**src/rtl/wf_joystick_scan_ctrl.sv**
```systemverilog
// -----------------------------------------------------------------------------
// wf_joystick_scan_ctrl
//
// Scan scheduler and frame/switch manager for the joystick board serial driver.
//
// A free-running period counter produces one single-cycle scan_enable pulse per
// LED column. While the driver shifts (busy), the FSM waits XFER_CYCLES clocks.
// It then spends one SAMPLE cycle doing three things:
//   - capturing the driver's raw switch outputs into the debouncer,
//   - advancing the column index,
//   - swapping in a pending LED frame at the last column of a 6-column frame.
//
// Ports:
//   clk, rst            system clock, synchronous active-high reset
//   enable              1 = scanning runs
//   led_frame_in/valid  48-bit frame offer (valid/ready handshake)
//   led_frame_ready     pending buffer empty
//   led_frame_out       active frame to the driver (changes only at frame end)
//   scan_enable         one-cycle transfer request to the driver
//   busy                transfer in progress
//   frame_start         scan_enable of column 0
//   slide_raw, joy_raw  raw switch outputs from the driver
//   slide_switches      debounced slide switches
//   joystick            debounced joystick, [0]=N [1]=E [2]=S [3]=Push [4]=W
//   joy_press           one-cycle pulse per joystick bit on debounced 0->1
//   slide_change        one-cycle pulse when the debounced slide bits change
// -----------------------------------------------------------------------------
module wf_joystick_scan_ctrl #(
    parameter int unsigned SCAN_DIV    = 20000,
    parameter int unsigned XFER_CYCLES = 50,
    parameter int unsigned DEB_COUNT   = 4
) (
    input  logic        clk,
    input  logic        rst,
    input  logic        enable,
    input  logic [47:0] led_frame_in,
    input  logic        led_frame_valid,
    output logic        led_frame_ready,
    output logic [47:0] led_frame_out,
    output logic        scan_enable,
    output logic        busy,
    output logic        frame_start,
    input  logic [7:0]  slide_raw,
    input  logic [4:0]  joy_raw,
    output logic [7:0]  slide_switches,
    output logic [4:0]  joystick,
    output logic [4:0]  joy_press,
    output logic        slide_change
);

    localparam int unsigned PeriodW = $clog2(SCAN_DIV);
    localparam int unsigned XferW   = $clog2(XFER_CYCLES + 1);
    localparam int unsigned DebW    = $clog2(DEB_COUNT);

    localparam logic [PeriodW-1:0] PeriodLast = PeriodW'(SCAN_DIV - 1);
    localparam logic [XferW-1:0]   XferLast   = XferW'(XFER_CYCLES - 1);
    localparam logic [DebW-1:0]    DebLast    = DebW'(DEB_COUNT - 1);
    localparam logic [2:0]         ColLast    = 3'd5;

    typedef enum logic [1:0] {
        StIdle,
        StWait,
        StXfer,
        StSample
    } state_e;

    state_e              state_q, state_d;
    logic [PeriodW-1:0]  period_q, period_d;
    logic [XferW-1:0]    xfer_q, xfer_d;
    logic [2:0]          scan_idx_q, scan_idx_d;

    logic [47:0]         pend_q, pend_d;
    logic                pend_full_q, pend_full_d;
    logic [47:0]         frame_q, frame_d;

    logic [12:0]         hist_q, hist_d;
    logic [DebW-1:0]     stab_q, stab_d;
    logic [12:0]         deb_q, deb_d;
    logic [4:0]          press_q, press_d;
    logic                chg_q, chg_d;

    logic                scan_fire;
    logic                in_sample;
    logic [12:0]         sample_vec;
    logic [DebW-1:0]     stab_next;

    assign scan_fire  = (state_q == StWait) && (period_q == PeriodLast) && enable;
    assign in_sample  = (state_q == StSample);
    assign sample_vec = {joy_raw, slide_raw};

    // -------------------------------------------------------------------------
    // FSM: state register
    // -------------------------------------------------------------------------
    always_ff @(posedge clk) begin
        if (rst) begin
            state_q <= StIdle;
        end else begin
            state_q <= state_d;
        end
    end

    // -------------------------------------------------------------------------
    // FSM: next state
    // -------------------------------------------------------------------------
    always_comb begin
        state_d = state_q;
        unique case (state_q)
            StIdle: begin
                if (enable) state_d = StWait;
            end
            StWait: begin
                if (scan_fire)    state_d = StXfer;
                else if (!enable) state_d = StIdle;
            end
            StXfer: begin
                // The driver cannot be stopped mid-shift, so enable is ignored here.
                if (xfer_q == XferLast) state_d = StSample;
            end
            StSample: begin
                state_d = enable ? StWait : StIdle;
            end
            default: state_d = StIdle;
        endcase
    end

    // -------------------------------------------------------------------------
    // FSM: outputs
    // -------------------------------------------------------------------------
    always_comb begin
        scan_enable     = scan_fire;
        busy            = (state_q == StXfer);
        frame_start     = scan_fire && (scan_idx_q == 3'd0);
        led_frame_ready = !pend_full_q;
    end

    // -------------------------------------------------------------------------
    // Period, transfer and column counters
    // -------------------------------------------------------------------------
    always_comb begin
        period_d = period_q;
        // Held in IDLE as well, so the first pulse lands SCAN_DIV clocks after
        // enable rises (one IDLE cycle plus SCAN_DIV-1 counts in WAIT).
        if (!enable || state_q == StIdle) begin
            period_d = '0;
        end else if (period_q == PeriodLast) begin
            period_d = '0;
        end else begin
            period_d = period_q + 1'b1;
        end

        xfer_d = (state_q == StXfer) ? xfer_q + 1'b1 : '0;

        scan_idx_d = scan_idx_q;
        if (in_sample) begin
            scan_idx_d = (scan_idx_q == ColLast) ? 3'd0 : scan_idx_q + 3'd1;
        end
    end

    // -------------------------------------------------------------------------
    // LED frame double buffer
    // -------------------------------------------------------------------------
    always_comb begin
        pend_d      = pend_q;
        pend_full_d = pend_full_q;
        frame_d     = frame_q;
        if (in_sample && scan_idx_q == ColLast && pend_full_q) begin
            frame_d     = pend_q;
            pend_full_d = 1'b0;
        end else if (led_frame_valid && !pend_full_q) begin
            pend_d      = led_frame_in;
            pend_full_d = 1'b1;
        end
    end

    // -------------------------------------------------------------------------
    // Debounce of {joy_raw, slide_raw}, updated once per transfer
    // -------------------------------------------------------------------------
    always_comb begin
        if (sample_vec != hist_q) begin
            stab_next = '0;
        end else if (stab_q == DebLast) begin
            stab_next = stab_q;
        end else begin
            stab_next = stab_q + 1'b1;
        end
    end

    always_comb begin
        hist_d  = hist_q;
        stab_d  = stab_q;
        deb_d   = deb_q;
        press_d = '0;
        chg_d   = 1'b0;
        if (in_sample) begin
            hist_d = sample_vec;
            stab_d = stab_next;
            if (stab_next == DebLast && sample_vec != deb_q) begin
                deb_d   = sample_vec;
                press_d = sample_vec[12:8] & ~deb_q[12:8];
                chg_d   = (sample_vec[7:0] != deb_q[7:0]);
            end
        end
    end

    // -------------------------------------------------------------------------
    // Datapath registers
    // -------------------------------------------------------------------------
    always_ff @(posedge clk) begin
        if (rst) begin
            period_q    <= '0;
            xfer_q      <= '0;
            scan_idx_q  <= '0;
            pend_q      <= '0;
            pend_full_q <= 1'b0;
            frame_q     <= '0;
            hist_q      <= '0;
            stab_q      <= '0;
            deb_q       <= '0;
            press_q     <= '0;
            chg_q       <= 1'b0;
        end else begin
            period_q    <= period_d;
            xfer_q      <= xfer_d;
            scan_idx_q  <= scan_idx_d;
            pend_q      <= pend_d;
            pend_full_q <= pend_full_d;
            frame_q     <= frame_d;
            hist_q      <= hist_d;
            stab_q      <= stab_d;
            deb_q       <= deb_d;
            press_q     <= press_d;
            chg_q       <= chg_d;
        end
    end

    assign led_frame_out  = frame_q;
    assign slide_switches = deb_q[7:0];
    assign joystick       = deb_q[12:8];
    assign joy_press      = press_q;
    assign slide_change   = chg_q;

endmodule

```
**config.mk**
```make
export PLATFORM = sky130hd
export DESIGN_NAME = wf_joystick_scan_ctrl
export DESIGN_NICKNAME = d
export VERILOG_FILES = /design/src/rtl/wf_joystick_scan_ctrl.sv
export SDC_FILE = /design/constraint.sdc
export NUM_CORES = 1
export LEC_CHECK = 0
export CAP_MARGIN = 20
export CORE_MARGIN = 2
export CORE_UTILIZATION = 45
export DETAILED_ROUTE_END_ITERATION = 8
export MAX_ROUTING_LAYER = met4
export PLACE_DENSITY = 0.84
export SYNTH_ARGS = -nofsm -noshare
export SYNTH_HDL_FRONTEND = slang
export SYNTH_SLANG_ARGS = --single-unit
```
**constraint.sdc**
```tcl
create_clock -name clk -period 3.7 [get_ports clk]
set_clock_uncertainty 0.05 [all_clocks]
set_input_delay 0.74 -clock clk [delete_from_list [all_inputs] [get_ports clk]]
set_output_delay 0.74 -clock clk [all_outputs]
set_load 0.02 [all_outputs]
```
== After elaboration in Yosys (flattened, before gate mapping) ==
Index checks and enable logic that the tools add are counted.
Word-level totals
  register bits after elaboration: 157
  bits of input ports: 65
  output and inout port bits: 71
  logic and storage cells: 64
Operators by class
  $add $sub $neg: 4
  eq/ne operators: 14
  mux-type cells: 9
  bitwise operators: 6
  reduce and logical (&&, ||, !) cells: 19
Operators by type and width (count)
  inequality test 13 bit: 2
  adder 15 x 1 -> 15 bit, second input constant: 1
  equality test 15 bit, second input constant: 1
  two-way mux 2 bit: 6
  equality test 2 bit, second input constant: 4
  inequality test 8 bit: 1
  case mux 2 bit (4 select lines): 1
  logical AND 1 bit: 7
  adder 6 x 1 -> 6 bit, second input constant: 1
  equality test 6 bit, second input constant: 1
  OR reduction 3 bit: 2
  bitwise AND 5 bit: 1
  inverter 5 bit: 1
  inverter 1 bit: 4
  AND reduction 2 bit: 2
  OR reduction 2 bit: 2
  adder 3 x 1 -> 3 bit, second input constant: 1
  equality test 3 bit, second input constant: 1
  zero test 3 bit: 1
  two-way mux 3 bit: 1
  inequality test 3 bit, second input constant: 1
  AND reduction 3 bit: 1
  adder 2 x 1 -> 2 bit, second input constant: 1
  equality test 2 x 1 -> 1 bit, second input constant: 1
  6 further kinds: 7

== Logic depth before layout (Yosys ltp) ==
Gate-level depths: netlist of run 1.
  depth after elaboration: 7
  mapped depth: 8
  depth with buffers taken out: 7

== Worst setup path before layout of run 1 ==
OpenSTA, ideal clock, no wires.
  kind: input -> output
  from: in enable
  to: out frame_start
  data arrival time: 1641 ps
  data required time: 2910 ps
  path slack: 1269 ps
  stages: 4
  buffers on the path: 0
  cells stage by stage: nand2_1 nor2_1 nand4_1 nor4_1
Between the ends
  word-level cells in the longest chain between the ends: 2
RTL lines
  start, declared: line 35  | input logic enable,
  logical AND 1 bit: line 87  | assign scan_fire = (state_q == StWait) && (period_q == PeriodLast) && enable;
  logical AND 1 bit: line 132  | frame_start = scan_fire && (scan_idx_q == 3'd0);
  end, declared: line 42  | output logic frame_start,
Every way passes these cells.

== Final worst setup path of run 1 ==
Same ends and word-level chain as after synthesis.

==> metrics.txt, run 1 <==
Placement Cell Area=7490 um^2; maxcap violations=0; final WL=14000 um; DRC=0; Pre-Repair DR Iteration Count=5; combinational power share=0.048; EDFF count, synth=0; critical path capture point type=output pin; Async SR Flop Fraction=0; cts repair resizes=0; Mapped Cells=about 730; Die H=120 um; cts hold-fix bufs=0; DRT iter0 DRCs=522; clk slew on worst S/H paths=about 0.060 ns; core area=13200 um^2; Starting Density=0.460; achievable frequency=300 MHz; number of CTS-inserted buffers=17; Net Sw Frac=0.193; Max Slew Vio Count=0; Internal=between 3 and 4 mW; CP required=2.91 ns; Buffers on Ports=135; final antenna-violating net count=0; Die W=120 um; area of the multi-input gates=2690 um^2; Tcrit/Tclk final=0.901; final worst path period need=about 3.3 ns; CTS tree=yes; layout cells sized above 1=0.0546; Fin. Hold Viols=0; Setup crit start kind=input port; worst slew pin tran=0.948 ns; CTS max path bufs=2; status=finished clean; H-Tree Depth=4; IO Count=136; Die ar.=14400 um^2; pin count of the biggest net entering global routing=74; Synth Register Bits=between 150 and 200; Final TNS setup=0 ns; Post-synth top flop=dfxtp_1; CP Max Fanout=4; reg-to-reg slack, setup=1.39 ns; count of final setup violators=0; post-synth cell types=37; commonest non-fill, non-tap cell in the layout=nand2_1; sequential cell area fraction in the yosys report=0.518; critical setup path kind=input port to output pin; vias in the first global route=4797; FF/Latch Area=3140 um^2; vias per cell=roughly 5.1; CTS Sinks=157; Peak VDD IR=0.000303 V; post-CTS setup buffers=0; RSZ-0062 raised after global routing=false; Max transition margin=0.366; Final #Nets=a little over 900; Hold Path Class=flip-flop to flip-flop; Clock Power Share=0.521; cell area power density=490 nW/um^2; RD Place Congestion=approximately 0.85; GR Util All Layers=0.202; Design Area, Final=8210 um^2; initial antenna violation count=0; most frequent cells in the layout=nand2_1 (231), dfxtp_1 (157), clkdlybuf4s50_1 (134), a21oi_1 (127), nor2_1 (34); synth-to-layout area growth=35.4%; Worst Path Arrival=between 2 and 3 ns; Syn Std Cell Area=6060 um^2; n_diodes=0; switching power total=0.776 mW; vias=5250; YS warnings=0; per-cell routed wire length=13.5 um; Avg Inst Size Synth=8.26 um^2; CTS root buffer=clkbuf_16; Final HPWL DP=just under 9000 um; Leakage=2.82 nW; num rows=42; Synth Net Count=807; Fillers=1104; global-route wire length before repair=22700 um; sequential power share=0.431; Worst-Skew Late Latency=0.41 ns; total gr overflow=0
==> metrics by stage <==
stage / instances / hold slack, ns / utilization / power (mW) / worst slack [ns]
CTS: 1037 / 0.401 / 0.623 / 4.06 / 0.344
global route: 1037 / 0.409 / 0.623 / 4.15 / 0.163
floorplan: 734 / 0.368 / - / 1.86 / 1.27
global placement: 1005 / 0.380 / 0.568 / 1.96 / 0.387
detailed placement: 1005 / 0.392 / 0.568 / 1.97 / 0.357
finish: 1037 / 0.398 / 0.623 / 4.03 / 0.365
==> logic make-up after synthesis <==
| kind of cell | after synthesis | synth area share |
|---|---|---|
| AND/OR/NAND/NOR | 327 | 0.239 |
| adder cells (fa/ha/maj) | 8 | 0.0165 |
| flip-flops | 157 | 0.518 |
| XOR/XNOR | 39 | 0.0563 |
| buffers and inverters | 57 | 0.0419 |
| AO/OA/AOI/OAI | 146 | 0.128 |
==> registers in the layout (all words and copies together), names as in the netlist, named ones only <==
signal	flops
pend_full_q	1
period_q	15
pend_q	48
slide_change	1
scan_idx_q	3
led_frame_out	48
hist_q	13
state_q	1
deb_q	13
xfer_q	6
joy_press	5
stab_q	2
==> Yosys cell counts, drive strengths merged, types with 2 or more instances <==
| library cell | count | share of area |
|---|---|---|
| and2 | 6 | 0.0062 |
| nor4 | 6 | 0.012 |
| ha | 8 | 0.017 |
| o31ai | 13 | 0.016 |
| nor3 | 6 | 0.0074 |
| inv | 12 | 0.0074 |
| nand2b | 3 | 0.0031 |
| nor2 | 34 | 0.021 |
| a21oi | 127 | 0.10 |
| or3 | 2 | 0.0021 |
| nand2 | 233 | 0.15 |
| and3 | 2 | 0.0021 |
| dfxtp | 157 | 0.52 |
| and4 | 2 | 0.0029 |
| buf | 12 | 0.014 |
| clkbuf | 33 | 0.020 |
| nand3 | 7 | 0.0058 |
| xnor2 | 15 | 0.022 |
| a211oi | 2 | 0.0025 |
| xor2 | 24 | 0.035 |
| nand4 | 22 | 0.025 |
==> final cells by class <==
cell class                      instances  share of cell area
Timing Repair Buffer                  140               0.170
Multi-Input combinational cell        520               0.327
Clock buffer                           21              0.0561
Clock inverter                         11              0.0317
Sequential cell                       157               0.383
Inverter                               12             0.00548
Tap cell                              176              0.0268
==> critical path: stages <==
cell	delay, ns
clkdlybuf4s50_1	0.53
nand2_1	0.07
nor2_1	0.09
nand4_1	0.18
nor4_1	0.22
clkdlybuf4s50_1	0.71
==> final timing paths <==
check                                from                 to  cells past startpoint
worst min register to register  pend_q[2]   led_frame_out[2]                      2
worst max-delay path               enable        frame_start                      6
worst min-delay path            pend_q[2]   led_frame_out[2]                      2
worst max register to register  flip-flop  led_frame_out[20]                      6
==> per-layer routing <==
layer	vias up	routed length, um	track usage
li1	2656	-	-
met5	-	0	-
met2	157	6600	0.314
met4	0	221	0.0699
met1	2416	6270	0.253
met3	21	884	0.0561
==> power groups by stage <==
stage	Sequential [mW]	Combinational (mW)	Clock, mW
final	1.74	0.193	2.10
after detailed placement	1.77	0.193	0
after global placement	1.77	0.190	0
after CTS	1.74	0.195	2.13
after global routing	1.74	0.212	2.20
after floorplan	1.77	0.0921	0
Note: power is estimated with default switching activity, not from simulation.
==> inputs of run 2 (changes only) <==
--- a/config.mk
+++ b/config.mk
@@ -10,7 +10,7 @@
 export CORE_UTILIZATION = 45
 export DETAILED_ROUTE_END_ITERATION = 8
 export MAX_ROUTING_LAYER = met4
-export PLACE_DENSITY = 0.84
+export PLACE_DENSITY = 0.71
 export SYNTH_ARGS = -nofsm -noshare
 export SYNTH_HDL_FRONTEND = slang
 export SYNTH_SLANG_ARGS = --single-unit
==> metrics.txt, run 2 (synthesized netlist as in run 1, its figures left out) <==
Fin. Hold Viols=0; placed cells=1005; DRC=0; WHS Endpoint=period_q[0]; hold slack=0.393 ns; Max transition margin=0.365; layout cells sized above 1=0.0534; achievable frequency=around 300 MHz; critical path capture point type=output pin; cell area power density=458 nW/um^2; Die W=about 120 um; cts hold-fix bufs=0; Leakage=2.76 nW; core area=13200 um^2; final core occ=0.614; pin count of the biggest net entering global routing=79; post-CTS setup buffers=0; sequential power share=0.470; final worst path period need=3.36 ns; H-Tree Depth=4; Die ar.=14400 um^2; CP Max Fanout=4; vias=approximately 5.3k; Final HPWL DP=approximately 9400 um; Hold Path Class=flip-flop to flip-flop; Setup crit start kind=input port; GR Util All Layers=0.209; final WL=around 14000 um; Hold Path Depth=1; worst slack, placed=0.304 ns; RD Place Congestion=around 0.79; n_diodes=0; Hold Startpoint=period_q[0]; Starting Density=0.460; global-route wire length before repair=approximately 24000 um; Die H=120 um; Worst Path Arrival=2.57 ns; CP required=2.91 ns; per-cell routed wire length=13.7 um; Final #Nets=921; num rows=42; Pre-Repair DR Iteration Count=4; Net Sw Frac=0.208; overall power=3.70 mW; clk slew on worst S/H paths=0.06 ns; Clock Power Share=0.479; cts repair resizes=0; vias in the first global route=5109; CTS tree=yes; RSZ-0062 raised after global routing=false; synth-to-layout area growth=33.4%; Worst-Skew Late Latency=0.42 ns; Max Slew Vio Count=0; total gr overflow=0; reg-to-reg slack, setup=1.38 ns; switching power total=0.772 mW; Design Area, Final=~8000 um^2; Fillers=roughly 1.1k; worst reg2reg path endpoint=led_frame_out[17]; status=finished clean; Placement Cell Area=7480 um^2; post-route setup slack=around 0.34 ns; most frequent cells in the layout=nand2_1 (231), dfxtp_1 (157), clkdlybuf4s50_1 (134), a21oi_1 (127), nor2_1 (34); CTS Sinks=157; critical setup path kind=input port to output pin; combinational power share=0.052; CTS root buffer=clkbuf_16; DRT iter0 DRCs=about 400; R2R depth=6; Peak VDD IR=0.000281 V; vias per cell=about 5.1; worst slew pin tran=0.950 ns; CTS max path bufs=2; Final Non-Filler Cells=1037; initial antenna violation count=0; final antenna-violating net count=0; Final TNS setup=0 ns; number of CTS-inserted buffers=17; Tcrit/Tclk final=0.907; maxcap violations=0; Internal=roughly 3 mW; commonest non-fill, non-tap cell in the layout=nand2_1; IO Count=136; count of final setup violators=0; Buffers on Ports=between 100 and 150
[run 2: cell types whose count changed in the layout (fill, tap and decap cells not counted), sizes merged]
cell	before	now
bufinv	8	3
clkbuf	21	23
clkinv	1	3
clkinvlp	2	3
[run 2: cell type report]
type | instances | area [um^2] | area share
clock inverter | 9 | 135 | 0.0167
tap | 176 | 220 | 0.0272
clock buffer | 23 | 478 | 0.0591
multi-input combinational | 520 | 2690 | 0.332
sequential | 157 | 3140 | 0.388
timing repair buffer | 140 | 1390 | 0.171
inverter | 12 | 45.0 | 0.00557
[run 2: power by group through the flow]
stage          sequential [mW]  clock (mW)  combinational (mW)
2_1_floorplan             1.77           0              0.0921
3_3_place_gp              1.77           0               0.189
3_5_place_dp              1.78           0               0.191
4_1_cts                   1.74        1.81               0.193
5_1_grt                   1.74        1.88               0.211
6_report                  1.74        1.77               0.191
[run 2: worst max-delay path by stage]
stage	startpoint	to	slack, ns	depth (start not counted)
2_1_floorplan	enable	frame_start	1.27	4
3_3_place_gp	enable	frame_start	0.36	6
3_5_place_dp	enable	frame_start	0.30	6
4_1_cts	enable	frame_start	0.30	6
5_1_grt	enable	frame_start	0.17	6
6_report	enable	frame_start	0.34	6
[run 2: per-layer routing]
layer	vias up	share of wire	global-route usage
li1	2658	-	-
met1	2516	0.44	0.247
met5	-	0	-
met3	11	0.058	0.0613
met2	136	0.49	0.336
met4	0	0.011	0.0794
[run 2: critical path, cell delays in order]
cell and delay (ns):
clkdlybuf4s50_1 0.52, nand2_1 0.08, nor2_1 0.09, nand4_1 0.17, nor4_1 0.26, clkdlybuf4s50_1 0.70
